==> config.mk <==
export PLATFORM = sky130hd
export DESIGN_NAME = station_ctrl_flat
export DESIGN_NICKNAME = d
export VERILOG_FILES = /design/src/rtl/station_ctrl_if.sv /design/src/rtl/station_ctrl.sv /design/src/flat_wrapper.sv
export SDC_FILE = /design/constraint.sdc
export NUM_CORES = 1
export LEC_CHECK = 0
export ABC_AREA = 1
export BUFFER_PORTS_ARGS = -buffer_cell sky130_fd_sc_hd__buf_2
export CAP_MARGIN = 20
export CORE_MARGIN = 2
export CORE_UTILIZATION = 55
export CTS_BUF_LIST = sky130_fd_sc_hd__clkbuf_8
export CTS_CLUSTER_SIZE = 25
export DETAILED_ROUTE_END_ITERATION = 10
export HOLD_SLACK_MARGIN = 0.08
export PLACE_DENSITY = 0.84
export SYNTH_ARGS = -nofsm -noshare
export SYNTH_HDL_FRONTEND = slang
export SYNTH_SLANG_ARGS = --single-unit
==> constraint.sdc <==
create_clock -name clk -period 3.9 [get_ports clk]
set_clock_uncertainty 0.2 [all_clocks]
set_input_delay 0.78 -clock clk [delete_from_list [all_inputs] [get_ports clk]]
set_output_delay 0.78 -clock clk [all_outputs]
set_load 0.05 [all_outputs]
==> src/rtl/station_ctrl_if.sv <==
// Command and barcode handshake bundle between the receivers and station_ctrl.
// master = command receiver / barcode reader side, slave = station_ctrl.
interface station_ctrl_if;
  logic       cmd_rdy;
  logic [7:0] cmd;
  logic       clr_cmd_rdy;
  logic       ID_vld;
  logic [7:0] ID;
  logic       clr_ID_vld;

  modport master (
    output cmd_rdy, cmd, ID_vld, ID,
    input  clr_cmd_rdy, clr_ID_vld
  );

  modport slave (
    input  cmd_rdy, cmd, ID_vld, ID,
    output clr_cmd_rdy, clr_ID_vld
  );
endinterface

==> src/rtl/station_ctrl.sv <==
// Go/stop command and destination-station sequencer for the line follower,
// with obstacle gating of motion and a piezo buzzer while blocked.
module station_ctrl #(
  parameter int BUZZ_DIV = 12500
) (
  input  logic           clk,
  input  logic           rst_n,
  station_ctrl_if.slave  bus,
  input  logic           i_OK2Move,
  output logic           o_in_transit,
  output logic           o_go,
  output logic [5:0]     o_dest_ID,
  output logic           o_buzz,
  output logic           o_buzz_n
);

  typedef enum logic {
    IDLE    = 1'b0,
    TRANSIT = 1'b1
  } state_t;

  localparam logic [14:0] LP_BUZZ_LAST = 15'(BUZZ_DIV - 1);

  state_t      r_state;
  state_t      w_nextState;
  logic [5:0]  r_destId;
  logic [5:0]  w_destNext;
  logic        w_clrCmd;
  logic        w_clrId;
  logic        w_inTransit;
  logic        w_buzzActive;
  logic [14:0] r_buzzCnt;
  logic        r_buzz;
  logic        w_unusedIdTop;

  // The barcode reader already qualifies ID[7:6].
  assign w_unusedIdTop = &{1'b0, bus.ID[7:6]};

  always_ff @(posedge clk or negedge rst_n) begin
    if (!rst_n) begin
      r_state  <= IDLE;
      r_destId <= '0;
    end else begin
      r_state  <= w_nextState;
      r_destId <= w_destNext;
    end
  end

  // Commands win over IDs; a held ID is picked up the cycle after the command.
  always_comb begin
    w_nextState = r_state;
    w_destNext  = r_destId;
    w_clrCmd    = 1'b0;
    w_clrId     = 1'b0;
    if (rst_n) begin
      if (bus.cmd_rdy) begin
        w_clrCmd = 1'b1;
        case (bus.cmd[7:6])
          2'b01: begin
            w_nextState = TRANSIT;
            w_destNext  = bus.cmd[5:0];
          end
          2'b00:   w_nextState = IDLE;
          default: ;
        endcase
      end else if (bus.ID_vld) begin
        w_clrId = 1'b1;
        if ((r_state == TRANSIT) && (bus.ID[5:0] == r_destId)) begin
          w_nextState = IDLE;
        end
      end
    end
  end

  assign bus.clr_cmd_rdy = w_clrCmd;
  assign bus.clr_ID_vld  = w_clrId;

  assign w_inTransit  = (r_state == TRANSIT);
  assign o_in_transit = w_inTransit;
  assign o_go         = w_inTransit & i_OK2Move;
  assign o_dest_ID    = r_destId;

  assign w_buzzActive = w_inTransit & ~i_OK2Move;

  // Counter and tone phase sit at zero whenever the buzzer is idle, so each
  // activation starts with buzz_n high and the first buzz edge BUZZ_DIV later.
  always_ff @(posedge clk or negedge rst_n) begin
    if (!rst_n) begin
      r_buzzCnt <= '0;
      r_buzz    <= 1'b0;
    end else if (!w_buzzActive) begin
      r_buzzCnt <= '0;
      r_buzz    <= 1'b0;
    end else if (r_buzzCnt == LP_BUZZ_LAST) begin
      r_buzzCnt <= '0;
      r_buzz    <= ~r_buzz;
    end else begin
      r_buzzCnt <= r_buzzCnt + 15'd1;
    end
  end

  // Both legs low while idle so no DC sits across the piezo.
  assign o_buzz   = w_buzzActive & r_buzz;
  assign o_buzz_n = w_buzzActive & ~r_buzz;

endmodule

==> src/flat_wrapper.sv <==
// flat-port wrapper written by rule: the top's interface ports become plain ports
module station_ctrl_flat 
#(
  parameter int BUZZ_DIV = 12500
)
  (clk, rst_n, i_OK2Move, o_in_transit, o_go, o_dest_ID, o_buzz, o_buzz_n, bus_cmd_rdy, bus_cmd, bus_ID_vld, bus_ID, bus_clr_cmd_rdy, bus_clr_ID_vld);
  station_ctrl_if bus_i ();
  input  logic clk;
  input  logic rst_n;
  input  logic i_OK2Move;
  output logic o_in_transit;
  output logic o_go;
  output logic [5:0] o_dest_ID;
  output logic o_buzz;
  output logic o_buzz_n;
  input wire logic [$bits(bus_i.cmd_rdy)-1:0] bus_cmd_rdy;
  input wire logic [$bits(bus_i.cmd)-1:0] bus_cmd;
  input wire logic [$bits(bus_i.ID_vld)-1:0] bus_ID_vld;
  input wire logic [$bits(bus_i.ID)-1:0] bus_ID;
  output wire logic [$bits(bus_i.clr_cmd_rdy)-1:0] bus_clr_cmd_rdy;
  output wire logic [$bits(bus_i.clr_ID_vld)-1:0] bus_clr_ID_vld;
  assign bus_i.cmd_rdy = bus_cmd_rdy;
  assign bus_i.cmd = bus_cmd;
  assign bus_i.ID_vld = bus_ID_vld;
  assign bus_i.ID = bus_ID;
  assign bus_clr_cmd_rdy = bus_i.clr_cmd_rdy;
  assign bus_clr_ID_vld = bus_i.clr_ID_vld;
  station_ctrl #(.BUZZ_DIV(BUZZ_DIV)) u_core (.clk(clk), .rst_n(rst_n), .bus(bus_i), .i_OK2Move(i_OK2Move), .o_in_transit(o_in_transit), .o_go(o_go), .o_dest_ID(o_dest_ID), .o_buzz(o_buzz), .o_buzz_n(o_buzz_n));
endmodule
======== After elaboration in Yosys (flattened, before gate mapping) ========
Index checks and enable logic that the tools add are counted.
operators by class
  add/subtract/negate cells ............... 1
  $mul .................................... 0
  divide/modulo/power cells ............... 0
  $lt $le $gt $ge ......................... 0
  equality and inequality tests ........... 5
  shift-type cells ........................ 0
  multiplexer cells ....................... 13
  bitwise logic cells ..................... 6
  reduce and logical (&&, ||, !) cells .... 6
operator list
  operator                 count
  $mux W15                 2
  $add A15 B1 Y15 const B  1
  $eq A15 B14 Y1 const B   1
  $mux W1                  10
  $eq A6 B6 Y1             1
  $and A1 B1 Y1            4
  $reduce_and A4 Y1        1
  $reduce_bool A2 Y1       2
  $ne A3 B1 Y1 const B     1
  $reduce_and A3 Y1        1
  $eq A2 B1 Y1 const B     1
  $logic_not A2 Y1         1
  $ne A2 B2 Y1 const B     1
  $not A1 Y1               2
  $pmux W1 S2              1
  $logic_and A1 B1 Y1      1
word-level totals
  register bits after elaboration ......... 23
  bits in latches ......................... 0
  memory bits (writable) .................. 0
  ROM bits ................................ 0
  bits of input ports ..................... 21
  output and inout port bits .............. 12
  memories kept ........................... 0

======== Logic depth before layout (Yosys ltp) ========
Gate-level depths: netlist (run 1).
  depth after elaboration ................. 5
  mapped depth ............................ 8
  mapped depth without buffers ............ 8

======== Worst setup path after synthesis (run 1) ========
OpenSTA, ideal clock, no wires.
  path type ............................... input-to-output
  from .................................... in rst_n
  to ...................................... out bus_clr_ID_vld
  data arrival time ....................... 1.902 ns
  required time ........................... 2.920 ns
  slack ................................... 1.018 ns
  stages .................................. 2
  buffers on the path ..................... 0
  cell sequence ........................... inv_1 -> nor3_1
on the way
  cells in the longest elaborated chain, start to end .. 1
RTL lines
  item             RTL line            RTL
  start, declared  flat_wrapper.sv:9   input logic rst_n;
  $mux W1          station_ctrl.sv:55  if (rst_n) begin
  end, declared    flat_wrapper.sv:21  output wire logic [$bits(bus_i.clr_ID_vld)-1:0] bus_clr_ID_vld;
Every way passes these cells.

======== Worst setup path after layout (run 1) ========
  from .................................... in i_OK2Move
  to ...................................... out o_buzz_n
on the way
  cells in the longest elaborated chain, start to end .. 3
RTL lines
  item             RTL line             RTL
  start, declared  flat_wrapper.sv:10   input logic i_OK2Move;
  $not A1 Y1       station_ctrl.sv:83   assign w_buzzActive = w_inTransit & ~i_OK2Move;
  $and A1 B1 Y1    station_ctrl.sv:83
  $and A1 B1 Y1    station_ctrl.sv:104  assign o_buzz_n = w_buzzActive & ~r_buzz;
  end, declared    flat_wrapper.sv:15   output logic o_buzz_n;
Every way passes these cells.

==> run_summary.xml, run 1 <==
<?xml version="1.0" encoding="UTF-8"?>
<metrics>
  <group name="drt">
    <metric name="drt_wl_total" unit="um">2791</metric>
    <metric name="drtAntennaViolNets" unit="">0</metric>
    <metric name="post_drt_via_cell_ratio" unit="">5.073</metric>
    <metric name="post-route-drc-count" unit="">0</metric>
    <metric name="first_iter_violations" unit="">23</metric>
    <metric name="drt_first_pass_iters" unit="">4</metric>
    <metric name="via_count" unit="">1258</metric>
    <metric name="avgRoutedWirePerCell" unit="um">11.25</metric>
  </group>
  <group name="logic_synthesis">
    <metric name="netlist_top_cells_area" unit="">dfrtp_1 (44%), nand2_1 (13%), nor2_1 (10%)</metric>
    <metric name="synthesis.instances" unit="">185</metric>
    <metric name="synthFlopType" unit="">dfrtp_1</metric>
    <metric name="synthTopCellsByCount" unit="">nand2_1 (47), nor2_1 (35), inv_1 (26)</metric>
    <metric name="synth.yosys.seq_area_share" unit="">0.4394</metric>
    <metric name="synth.net_count" unit="">207</metric>
    <metric name="synth-warning-count" unit="">0</metric>
    <metric name="avgSynthCellArea" unit="um^2">7.081</metric>
    <metric name="synth_area_leader_cell" unit="">dfrtp_1</metric>
    <metric name="synth_top_area_frac" unit="">0.4394</metric>
    <metric name="post_synth_instance_area" unit="um^2">1310</metric>
    <metric name="netlist-cell-type-count" unit="">22</metric>
    <metric name="yosys_register_bits" unit="">23</metric>
    <metric name="asyncSetResetFlopFracSynth" unit="">1.000</metric>
    <metric name="synth-edff-count" unit="">0</metric>
    <metric name="synth_most_common_cell" unit="">nand2_1</metric>
  </group>
  <group name="die">
    <metric name="chipHeight" unit="um">52.81</metric>
    <metric name="fp-row-count" unit="">17</metric>
    <metric name="core_area" unit="um^2">2233</metric>
    <metric name="total_die_area" unit="um^2">2788</metric>
    <metric name="initial_core_util" unit="">0.5866</metric>
    <metric name="design.portCount" unit="">33</metric>
    <metric name="chipWidth" unit="um">52.81</metric>
  </group>
  <group name="global_route">
    <metric name="track_usage" unit="">0.2392</metric>
    <metric name="antenna_found_initial" unit="">0</metric>
    <metric name="via_count_of_the_first_global_routing_pass" unit="">1173</metric>
    <metric name="overflow" unit="">0</metric>
    <metric name="grt_max_degree" unit="">21</metric>
    <metric name="global_route_wire_length_before_repair" unit="um">4871</metric>
  </group>
  <group name="setup_path">
    <metric name="timing.critical_path.from" unit="">i_OK2Move</metric>
    <metric name="max_stage_delay" unit="ns">0.28</metric>
    <metric name="r2r_start" unit="">u_core.r_buzzCnt[0]</metric>
    <metric name="chain_of_cells_forming_the_critical_path" unit="">buf_2 &gt; nor2_2 &gt; inv_2 &gt; nor2_1 &gt; buf_2</metric>
    <metric name="crit_buf_inv" unit="">3</metric>
    <metric name="worst-setup-path-type" unit="">primary input to primary output</metric>
    <metric name="critPathCaptureType" unit="">primary output</metric>
    <metric name="crit_path_leading_delay_family" unit="">buffers and inverters</metric>
    <metric name="worst-endpoint-required" unit="ns">2.92</metric>
    <metric name="start_kind" unit="">primary input</metric>
    <metric name="worst-endpoint-arrival" unit="ns">1.61</metric>
    <metric name="cpMaxStageDelayCell" unit="">buf_2</metric>
    <metric name="timing.critical_path.fanout_max" unit="">8</metric>
    <metric name="critPathMostFrequentCell" unit="">buf_2</metric>
  </group>
  <group name="clock_tree">
    <metric name="clock_sinks" unit="">23</metric>
    <metric name="cts_inserted_buffers" unit="">3</metric>
    <metric name="clk_root_buffer_cell" unit="">clkbuf_8</metric>
    <metric name="cts.clk_slew.worst_paths" unit="ns">0.08</metric>
    <metric name="number_of_levels_in_the_clock_h_tree" unit="">1</metric>
    <metric name="cts_tree" unit="">done</metric>
    <metric name="cts-resized-gates" unit="">0</metric>
    <metric name="clock_tree.buffer_depth" unit="">2</metric>
    <metric name="post_cts_hold_buffer_count" unit="">0</metric>
    <metric name="cts_setup_buffers" unit="">0</metric>
    <metric name="clk-insertion-delay-late" unit="ns">0.26</metric>
  </group>
  <group name="layout">
    <metric name="num-nets-final" unit="">243</metric>
    <metric name="antenna_cells_inserted" unit="">0</metric>
    <metric name="layout.core_utilization" unit="">0.6930</metric>
    <metric name="layout-drive-gt1-share" unit="">0.2318</metric>
    <metric name="layout.filler_cells" unit="">184</metric>
    <metric name="layout-area-overhead-vs-synth" unit="%">18.15</metric>
  </group>
  <group name="timing">
    <metric name="rsz0062_at_grt" unit="">false</metric>
    <metric name="achievable_frequency" unit="GHz">0.3860</metric>
    <metric name="finalHoldViolations" unit="">0</metric>
    <metric name="finalSetupTns" unit="ns">0</metric>
    <metric name="period_minus_slack" unit="ns">2.591</metric>
    <metric name="setup_viol" unit="">0</metric>
    <metric name="drv_slew" unit="">0</metric>
    <metric name="worst-slew-pin-transition" unit="ns">0.3115</metric>
    <metric name="fin_crit_sh" unit="">0.6643</metric>
    <metric name="worst_slew_margin_rel" unit="">0.7919</metric>
  </group>
  <group name="pwr">
    <metric name="p_comb_frac" unit="">0.287</metric>
    <metric name="power.switching" unit="W">0.0002104</metric>
    <metric name="power_frac_seq" unit="">0.469</metric>
    <metric name="internal_power_summed_over_all_cells" unit="W">0.0003691</metric>
    <metric name="power.density_cell_area" unit="nW/um^2">374.4</metric>
    <metric name="power.share.clock" unit="">0.244</metric>
    <metric name="power.switching_fraction" unit="">0.3631</metric>
    <metric name="leakagePower" unit="nW">0.7897</metric>
    <metric name="peakVddDrop" unit="mV">0.2958</metric>
  </group>
  <group name="job">
    <metric name="count_of_max_cap_constraint_violations" unit="">0</metric>
  </group>
  <group name="worst_hold_path">
    <metric name="hp-class" unit="">primary input to asynchronous set/reset pin</metric>
  </group>
  <group name="placed_design">
    <metric name="post_detailed_placement_half_perimeter_wirelength" unit="um">2194</metric>
    <metric name="place.gp.congestion" unit="">0.8556</metric>
    <metric name="portbufs" unit="">30</metric>
  </group>
  <group name="outcome">
    <metric name="run_status" unit="">finished, final reports clean</metric>
  </group>
</metrics>
## sequential cells by signal (all words and copies together) (netlist names)
| name | flops |
|---|---|
| u_core.r_buzzCnt | 15 |
| u_core.o_dest_ID | 6 |
| u_core.o_in_transit | 1 |
| u_core.r_buzz | 1 |
## path summary, 6_finish.rpt
kind                       cells past startpoint  slack (ns)                   end
setup / recovery                               5        1.31              o_buzz_n
hold / removal                                 1        0.13  u_core.r_buzzCnt[11]
max in group asynchronous                      2        2.89   u_core.r_buzzCnt[4]
min in group clk                               1        0.26   u_core.r_buzzCnt[0]
hold reg to reg                                1        0.26   u_core.r_buzzCnt[0]
setup reg to reg                               7        2.31  u_core.r_buzzCnt[12]
## cell usage in the layout (no fill, tap or decap)
cell	count
nor2_2	7
dfrtp_1	23
nand2_4	1
nor2_1	35
nand2_1	47
ha_1	1
o21bai_1	1
buf_4	1
a21oi_1	7
buf_2	30
or2_0	1
xor2_1	2
nor3_2	1
nand3_1	11
nor3_1	6
o21ai_0	4
a21oi_2	1
nand3_2	2
nor2_4	1
o21ai_1	2
o221ai_1	1
inv_2	4
a31oi_1	1
clkbuf_8	3
inv_1	27
## per-stage QoR
stage          hold WS (ns)  std cells  setup slack [ns]  area [um^2]  total power, W
5_1_grt              0.1235        248             1.224         1548       0.0006140
3_5_place_dp         0.2495        244             1.308         1503       0.0004437
4_1_cts              0.1272        248             1.300         1548       0.0005857
3_3_place_gp         0.2446        244             1.328         1503       0.0004385
2_1_floorplan        0.2303        185             1.018         1310       0.0003944
6_report             0.1294        248             1.309         1548       0.0005795
## power groups by stage
stage	combinational, W	sequential (W)	clock (W)
finish	0.000167	0.000272	0.000141
global route	0.000183	0.000275	0.000157
CTS	0.000168	0.000272	0.000146
detailed placement	0.000167	0.000277	0
global placement	0.000164	0.000275	0
floorplan	0.0000704	0.000324	0
## logic make-up after synthesis
logic type,after synthesis,synth area share
DFF,23,0.4393
AOI/OAI and AO/OA,17,0.07355
adders and majority gates,1,0.009550
and+or+nand+nor,112,0.3782
buffers and inverters,30,0.08595
xor gates and xnor gates,2,0.01337
## layer usage
| metal | GRT usage | wire length [um] | up-vias |
|---|---|---|---|
| met2 | 0.4208 | 1393 | 33 |
| li1 | - | - | 640 |
| met1 | 0.3009 | 1231 | 581 |
| met4 | 0.06410 | 31 | 0 |
| met5 | 0 | 0 | - |
| met3 | 0.04000 | 134 | 4 |
## final cells by class
| cell class | instances | area (um^2) | area share |
|---|---|---|---|
| multi-input combinational | 132 | 621.8 | 0.4018 |
| sequential | 23 | 575.6 | 0.3719 |
| timing repair buffer | 31 | 157.7 | 0.1019 |
| inverter | 30 | 112.6 | 0.07276 |
| clock buffer | 3 | 41.29 | 0.02668 |
| tap | 28 | 35.03 | 0.02264 |
| clock inverter | 1 | 3.754 | 0.002425 |
No activity file was read; power rests on OpenSTA's default activity.
==> run 2, diff against run 1 <==
Settings changed: CORE_UTILIZATION 55 to 49, PLACE_DENSITY 0.84 to 0.79.
Clock period 3.9 ns to 2.2 ns, I/O delays scaled along.
==> run 2 against run 1 <==
  * Hold slack improved by 0.075 ns
  * Final area increased by 1.7%
  * Worst setup slack got worse by 1.1 ns
  * Critical path type is now register to primary output
  * Non-clock buffer count increased by 1
  * Total power increased by 82%
  * Utilization decreased by 6.3 points
  * Global-route usage decreased by 5.2 points
  * Largest power group unchanged
==> run_summary.xml, run 2 (synthesized netlist as in run 1, its figures left out) <==
<?xml version="1.0" encoding="UTF-8"?>
<metrics>
  <group name="pwr">
    <metric name="power.switching_fraction" unit="">0.3726</metric>
    <metric name="power.share.clock" unit="">0.258</metric>
    <metric name="internal_power_summed_over_all_cells" unit="W">0.0006600</metric>
    <metric name="power_frac_seq" unit="">0.457</metric>
    <metric name="power.density_cell_area" unit="nW/um^2">668.3</metric>
    <metric name="power.switching" unit="W">0.0003919</metric>
    <metric name="fin_total_pwr" unit="W">0.001052</metric>
    <metric name="p_comb_frac" unit="">0.285</metric>
    <metric name="leakagePower" unit="nW">0.7893</metric>
    <metric name="peakVddDrop" unit="mV">0.5551</metric>
  </group>
  <group name="layout">
    <metric name="mostFrequentLayoutCell" unit="">nand2_1</metric>
    <metric name="largest_reg_flops" unit="">15</metric>
    <metric name="num-nets-final" unit="">244</metric>
    <metric name="stdcell_count" unit="">251</metric>
    <metric name="layout-area-overhead-vs-synth" unit="%">20.15</metric>
    <metric name="antenna_cells_inserted" unit="">0</metric>
    <metric name="register_with_the_most_flip_flops" unit="">u_core.r_buzzCnt</metric>
    <metric name="layout.cells.most_common_list" unit="">nand2_1 (47), nor2_1 (33), buf_2 (30)</metric>
    <metric name="final_cell_area" unit="um^2">1574</metric>
    <metric name="layout-drive-gt1-share" unit="">0.2489</metric>
  </group>
  <group name="placed_design">
    <metric name="placed_cell_count" unit="">246</metric>
    <metric name="portbufs" unit="">30</metric>
    <metric name="place.gp.congestion" unit="">0.8200</metric>
    <metric name="post_detailed_placement_half_perimeter_wirelength" unit="um">2025</metric>
    <metric name="postPlaceCellArea" unit="um^2">1515</metric>
    <metric name="preCtsSetupSlack" unit="ns">0.3139</metric>
  </group>
  <group name="setup_path">
    <metric name="critPathCaptureType" unit="">primary output</metric>
    <metric name="regToRegSetupSlack" unit="ns">0.61</metric>
    <metric name="r2r_start" unit="">u_core.r_buzzCnt[0]</metric>
    <metric name="timing.critical_path.fanout_max" unit="">8</metric>
    <metric name="worst-setup-path-type" unit="">register to primary output</metric>
    <metric name="worst-endpoint-arrival" unit="ns">1.40</metric>
    <metric name="worst-endpoint-required" unit="ns">1.56</metric>
    <metric name="r2r-end" unit="">u_core.r_buzzCnt[14]</metric>
    <metric name="start_kind" unit="">register</metric>
    <metric name="reg2reg_depth" unit="">8</metric>
  </group>
  <group name="die">
    <metric name="design.portCount" unit="">33</metric>
    <metric name="chipHeight" unit="um">55.71</metric>
    <metric name="chipWidth" unit="um">55.71</metric>
    <metric name="total_die_area" unit="um^2">3103</metric>
    <metric name="initial_core_util" unit="">0.5240</metric>
    <metric name="core_area" unit="um^2">2500</metric>
    <metric name="fp-row-count" unit="">18</metric>
  </group>
  <group name="clock_tree">
    <metric name="clock_tree.buffer_depth" unit="">2</metric>
    <metric name="number_of_levels_in_the_clock_h_tree" unit="">1</metric>
    <metric name="cts_tree" unit="">done</metric>
    <metric name="post_cts_hold_buffer_count" unit="">1</metric>
    <metric name="cts_inserted_buffers" unit="">3</metric>
    <metric name="clk_root_buffer_cell" unit="">clkbuf_8</metric>
    <metric name="cts_setup_buffers" unit="">0</metric>
    <metric name="cts-resized-gates" unit="">0</metric>
    <metric name="cts.clk_slew.worst_paths" unit="ns">0.08</metric>
    <metric name="clock_sinks" unit="">23</metric>
    <metric name="clk-insertion-delay-late" unit="ns">0.26</metric>
  </group>
  <group name="timing">
    <metric name="worst_slew_margin_rel" unit="">0.8005</metric>
    <metric name="rsz0062_at_grt" unit="">false</metric>
    <metric name="period_minus_slack" unit="ns">2.038</metric>
    <metric name="setup_slack" unit="ns">0.1619</metric>
    <metric name="setup_viol" unit="">0</metric>
    <metric name="achievable_frequency" unit="GHz">0.4906</metric>
    <metric name="finalHoldViolations" unit="">0</metric>
    <metric name="drv_slew" unit="">0</metric>
    <metric name="worst-slew-pin-transition" unit="ns">0.2985</metric>
    <metric name="fin_crit_sh" unit="">0.9264</metric>
    <metric name="finalSetupTns" unit="ns">0</metric>
  </group>
  <group name="drt">
    <metric name="post_drt_via_cell_ratio" unit="">4.761</metric>
    <metric name="via_count" unit="">1195</metric>
    <metric name="post-route-drc-count" unit="">0</metric>
    <metric name="drt_first_pass_iters" unit="">4</metric>
    <metric name="first_iter_violations" unit="">17</metric>
    <metric name="drtAntennaViolNets" unit="">0</metric>
    <metric name="avgRoutedWirePerCell" unit="um">10.67</metric>
    <metric name="drt_wl_total" unit="um">2679</metric>
  </group>
  <group name="global_route">
    <metric name="via_count_of_the_first_global_routing_pass" unit="">1112</metric>
    <metric name="antenna_found_initial" unit="">0</metric>
    <metric name="grt_max_degree" unit="">21</metric>
    <metric name="track_usage" unit="">0.1872</metric>
    <metric name="overflow" unit="">0</metric>
    <metric name="global_route_wire_length_before_repair" unit="um">4733</metric>
  </group>
  <group name="outcome">
    <metric name="run_status" unit="">finished, final reports clean</metric>
  </group>
  <group name="worst_hold_path">
    <metric name="hold_worst_path_end" unit="">u_core.o_dest_ID[1]</metric>
    <metric name="hold_path_depth" unit="">3</metric>
    <metric name="hold_crit_start" unit="">bus_cmd[1]</metric>
    <metric name="hp-class" unit="">primary input to register</metric>
  </group>
  <group name="job">
    <metric name="count_of_max_cap_constraint_violations" unit="">0</metric>
  </group>
</metrics>
run 2: cell count changes in the layout (fill, tap and decap cells not counted):
cell | previous run | this run
nor2_2 | 7 | 9
nor3_2 | 1 | 2
clkinvlp_4 | 0 | 1
nor3_1 | 6 | 5
dlygate4sd3_1 | 0 | 1
nor2_1 | 35 | 33
inv_1 | 27 | 26
run 2: final cells by class:
cell class                 count  area (um^2)
clock buffer                   3        41.29
clock inverter                 1        7.507
fill                         237        925.9
inverter                      30        112.6
multi-input combinational    132        631.9
sequential                    23        575.6
tap                           30        37.54
timing repair buffer          32        167.7
run 2: worst max-delay path, stage by stage, from the launching register on:
cell and delay [ns]:
dfrtp_1 0.41, inv_2 0.05, nor2_2 0.16, inv_2 0.13
nor2_2 0.11, buf_2 0.27
run 2: metal layers:
layer / vias up / part of all wire / track usage
li1: 640 / - / -
met1: 532 / 0.51 / 0.2626
met2: 21 / 0.45 / 0.3061
met3: 2 / 0.029 / 0.02791
met4: 0 / 0.0049 / 0.04181
met5: - / 0 / 0
run 2: metrics by stage:
| step | util | hold slack (ns) |
|---|---|---|
| final | 0.6296 | 0.2044 |
| after global routing | 0.6296 | 0.2131 |
| after CTS | 0.6296 | 0.2073 |
| after detailed placement | 0.6061 | 0.06786 |
| after global placement | 0.6061 | 0.06675 |
| after floorplan | - | -0.05559 |
run 2: how the worst max path moves through the flow:
| stage | from | end | slack [ns] | cells past startpoint |
|---|---|---|---|---|
| after detailed placement | i_OK2Move | o_buzz_n | 0.31 | 5 |
| after CTS | u_core.o_in_transit | o_buzz_n | 0.15 | 5 |
| final | u_core.o_in_transit | o_buzz_n | 0.16 | 5 |
| after floorplan | u_core.o_in_transit | o_buzz_n | 0.12 | 4 |
| after global routing | u_core.o_in_transit | o_buzz_n | 0.07 | 5 |
| after global placement | i_OK2Move | o_buzz_n | 0.32 | 5 |
run 2: power groups by stage:
stage | combinational, W | sequential [W] | clock, W
final | 0.000299 | 0.000481 | 0.000271
after global routing | 0.000329 | 0.000487 | 0.000293
after CTS | 0.000302 | 0.000481 | 0.000277
after detailed placement | 0.000300 | 0.000489 | 0
after global placement | 0.000295 | 0.000491 | 0
after floorplan | 0.000128 | 0.000575 | 0
==> run 3, diff against run 2 <==
Settings changed: PLACE_DENSITY 0.79 to 0.77.
==> run 3 against run 2 <==
  * Combinational power hardly changed
  * Routed wire length decreased by 0.90%
  * Register-to-register slack about the same
  * Sequential share of layout area increased by 0.058 points
  * Non-clock buffer count stayed put
  * Utilization fell by 0.10 points
  * Critical path depth did not move
  * Clock-buffer cell count is the same
  * Total power is 0.42% lower
  * Via count rose by 4.8%
  * Critical path type unchanged
  * Critical endpoint unchanged
  * Largest cell class unchanged
  * Largest power group unchanged
==> run_summary.xml, run 3 (synthesized netlist as in run 1, its figures left out) <==
<?xml version="1.0" encoding="UTF-8"?>
<metrics>
  <group name="outcome">
    <metric name="run_status" unit="">finished, final reports clean</metric>
  </group>
  <group name="layout">
    <metric name="antenna_cells_inserted" unit="">0</metric>
    <metric name="layout-drive-gt1-share" unit="">0.2489</metric>
    <metric name="layout.cells.most_common_list" unit="">nand2_1 (47), nor2_1 (33), buf_2 (30)</metric>
    <metric name="register_with_the_most_flip_flops" unit="">u_core.r_buzzCnt</metric>
    <metric name="final_cell_area" unit="um^2">1572</metric>
    <metric name="num-nets-final" unit="">244</metric>
    <metric name="largest_reg_flops" unit="">15</metric>
    <metric name="layout-area-overhead-vs-synth" unit="%">19.96</metric>
    <metric name="mostFrequentLayoutCell" unit="">nand2_1</metric>
  </group>
  <group name="die">
    <metric name="total_die_area" unit="um^2">3103</metric>
    <metric name="chipHeight" unit="um">55.71</metric>
    <metric name="initial_core_util" unit="">0.5240</metric>
    <metric name="core_area" unit="um^2">2500</metric>
    <metric name="design.portCount" unit="">33</metric>
    <metric name="fp-row-count" unit="">18</metric>
    <metric name="chipWidth" unit="um">55.71</metric>
  </group>
  <group name="clock_tree">
    <metric name="cts_tree" unit="">done</metric>
    <metric name="cts-resized-gates" unit="">0</metric>
    <metric name="clk-insertion-delay-late" unit="ns">0.27</metric>
    <metric name="number_of_levels_in_the_clock_h_tree" unit="">1</metric>
    <metric name="clk_root_buffer_cell" unit="">clkbuf_8</metric>
    <metric name="clock_tree.buffer_depth" unit="">2</metric>
    <metric name="cts.clk_slew.worst_paths" unit="ns">0.08</metric>
    <metric name="cts_setup_buffers" unit="">0</metric>
    <metric name="cts_inserted_buffers" unit="">3</metric>
    <metric name="clock_sinks" unit="">23</metric>
    <metric name="post_cts_hold_buffer_count" unit="">1</metric>
  </group>
  <group name="timing">
    <metric name="finalSetupTns" unit="ns">0</metric>
    <metric name="drv_slew" unit="">0</metric>
    <metric name="worst-slew-pin-transition" unit="ns">0.3088</metric>
    <metric name="rsz0062_at_grt" unit="">false</metric>
    <metric name="achievable_frequency" unit="GHz">0.4928</metric>
    <metric name="setup_slack" unit="ns">0.1706</metric>
    <metric name="finalHoldViolations" unit="">0</metric>
    <metric name="period_minus_slack" unit="ns">2.029</metric>
    <metric name="worst_slew_margin_rel" unit="">0.7937</metric>
    <metric name="setup_viol" unit="">0</metric>
    <metric name="fin_crit_sh" unit="">0.9225</metric>
  </group>
  <group name="global_route">
    <metric name="global_route_wire_length_before_repair" unit="um">4602</metric>
    <metric name="track_usage" unit="">0.1849</metric>
    <metric name="grt_max_degree" unit="">22</metric>
    <metric name="antenna_found_initial" unit="">0</metric>
    <metric name="overflow" unit="">0</metric>
    <metric name="via_count_of_the_first_global_routing_pass" unit="">1140</metric>
  </group>
  <group name="setup_path">
    <metric name="worst-endpoint-arrival" unit="ns">1.39</metric>
    <metric name="critPathCaptureType" unit="">primary output</metric>
    <metric name="worst-endpoint-required" unit="ns">1.56</metric>
    <metric name="worst-setup-path-type" unit="">register to primary output</metric>
    <metric name="start_kind" unit="">register</metric>
    <metric name="timing.critical_path.fanout_max" unit="">8</metric>
  </group>
  <group name="drt">
    <metric name="drt_wl_total" unit="um">2655</metric>
    <metric name="via_count" unit="">1252</metric>
    <metric name="drtAntennaViolNets" unit="">0</metric>
    <metric name="first_iter_violations" unit="">22</metric>
    <metric name="post-route-drc-count" unit="">0</metric>
    <metric name="drt_first_pass_iters" unit="">4</metric>
    <metric name="avgRoutedWirePerCell" unit="um">10.58</metric>
    <metric name="post_drt_via_cell_ratio" unit="">4.988</metric>
  </group>
  <group name="pwr">
    <metric name="fin_total_pwr" unit="W">0.001047</metric>
    <metric name="power.density_cell_area" unit="nW/um^2">666.5</metric>
    <metric name="leakagePower" unit="nW">0.7931</metric>
    <metric name="peakVddDrop" unit="mV">0.5328</metric>
  </group>
  <group name="placed_design">
    <metric name="post_detailed_placement_half_perimeter_wirelength" unit="um">2050</metric>
    <metric name="place.gp.congestion" unit="">0.7962</metric>
    <metric name="portbufs" unit="">30</metric>
    <metric name="preCtsSetupSlack" unit="ns">0.3264</metric>
    <metric name="postPlaceCellArea" unit="um^2">1515</metric>
  </group>
  <group name="worst_hold_path">
    <metric name="hp-class" unit="">primary input to register</metric>
  </group>
  <group name="job">
    <metric name="count_of_max_cap_constraint_violations" unit="">0</metric>
  </group>
</metrics>
## run 3: cell type report
cell class | count | area (um^2)
Timing Repair Buffer | 32 | 167.7
Sequential cell | 23 | 575.6
Multi-Input combinational cell | 132 | 631.9
Clock inverter | 1 | 5.005
Inverter | 30 | 112.6
Tap cell | 30 | 37.54
Fill cell | 239 | 928.4
Clock buffer | 3 | 41.29
## run 3: stage by stage
stage,utilization,instances,hold slack [ns]
after CTS,0.6286,251,0.1988
after floorplan,-,185,-0.05559
final,0.6286,251,0.2022
after detailed placement,0.6061,246,0.06380
after global routing,0.6286,251,0.2130
after global placement,0.6061,246,0.06351
## run 3: power by group
part	switching (W)	internal [W]	total, W
sequential	0.0000280	0.000456	0.000484
combinational	0.000222	0.0000762	0.000298
clock	0.000139	0.000127	0.000266
## run 3: path summary, 6_finish.rpt
| check | endpoint | depth (start not counted) | slack [ns] | start |
|---|---|---|---|---|
| max reg2reg | u_core.r_buzzCnt[12] | 7 | 0.61 | u_core.r_buzzCnt[0] |
| max | o_buzz_n | 5 | 0.17 | u_core.o_in_transit |
| min | u_core.o_dest_ID[1] | 3 | 0.20 | bus_cmd[1] |
| min in group asynchronous | u_core.o_dest_ID[1] | 2 | 0.39 | rst_n |
| min reg2reg | u_core.r_buzzCnt[0] | 1 | 0.27 | u_core.r_buzzCnt[0] |
| max in group asynchronous | u_core.r_buzzCnt[10] | 3 | 0.91 | rst_n |
## run 3: metal layers
metal	vias to the layer above	wire length (um)	global-route usage	part of all wire
met5	-	0	0	0
met4	0	51	0.07666	0.019
met3	7	109	0.03256	0.041
met2	30	1229	0.3078	0.46
met1	569	1265	0.2366	0.48
li1	646	-	-	-
## run 3: critical path, cell delays in order, from the launching register on
cell	delay, ns
dfrtp_1	0.41
inv_2	0.05
nor2_2	0.16
inv_2	0.13
nor2_2	0.11
buf_2	0.27
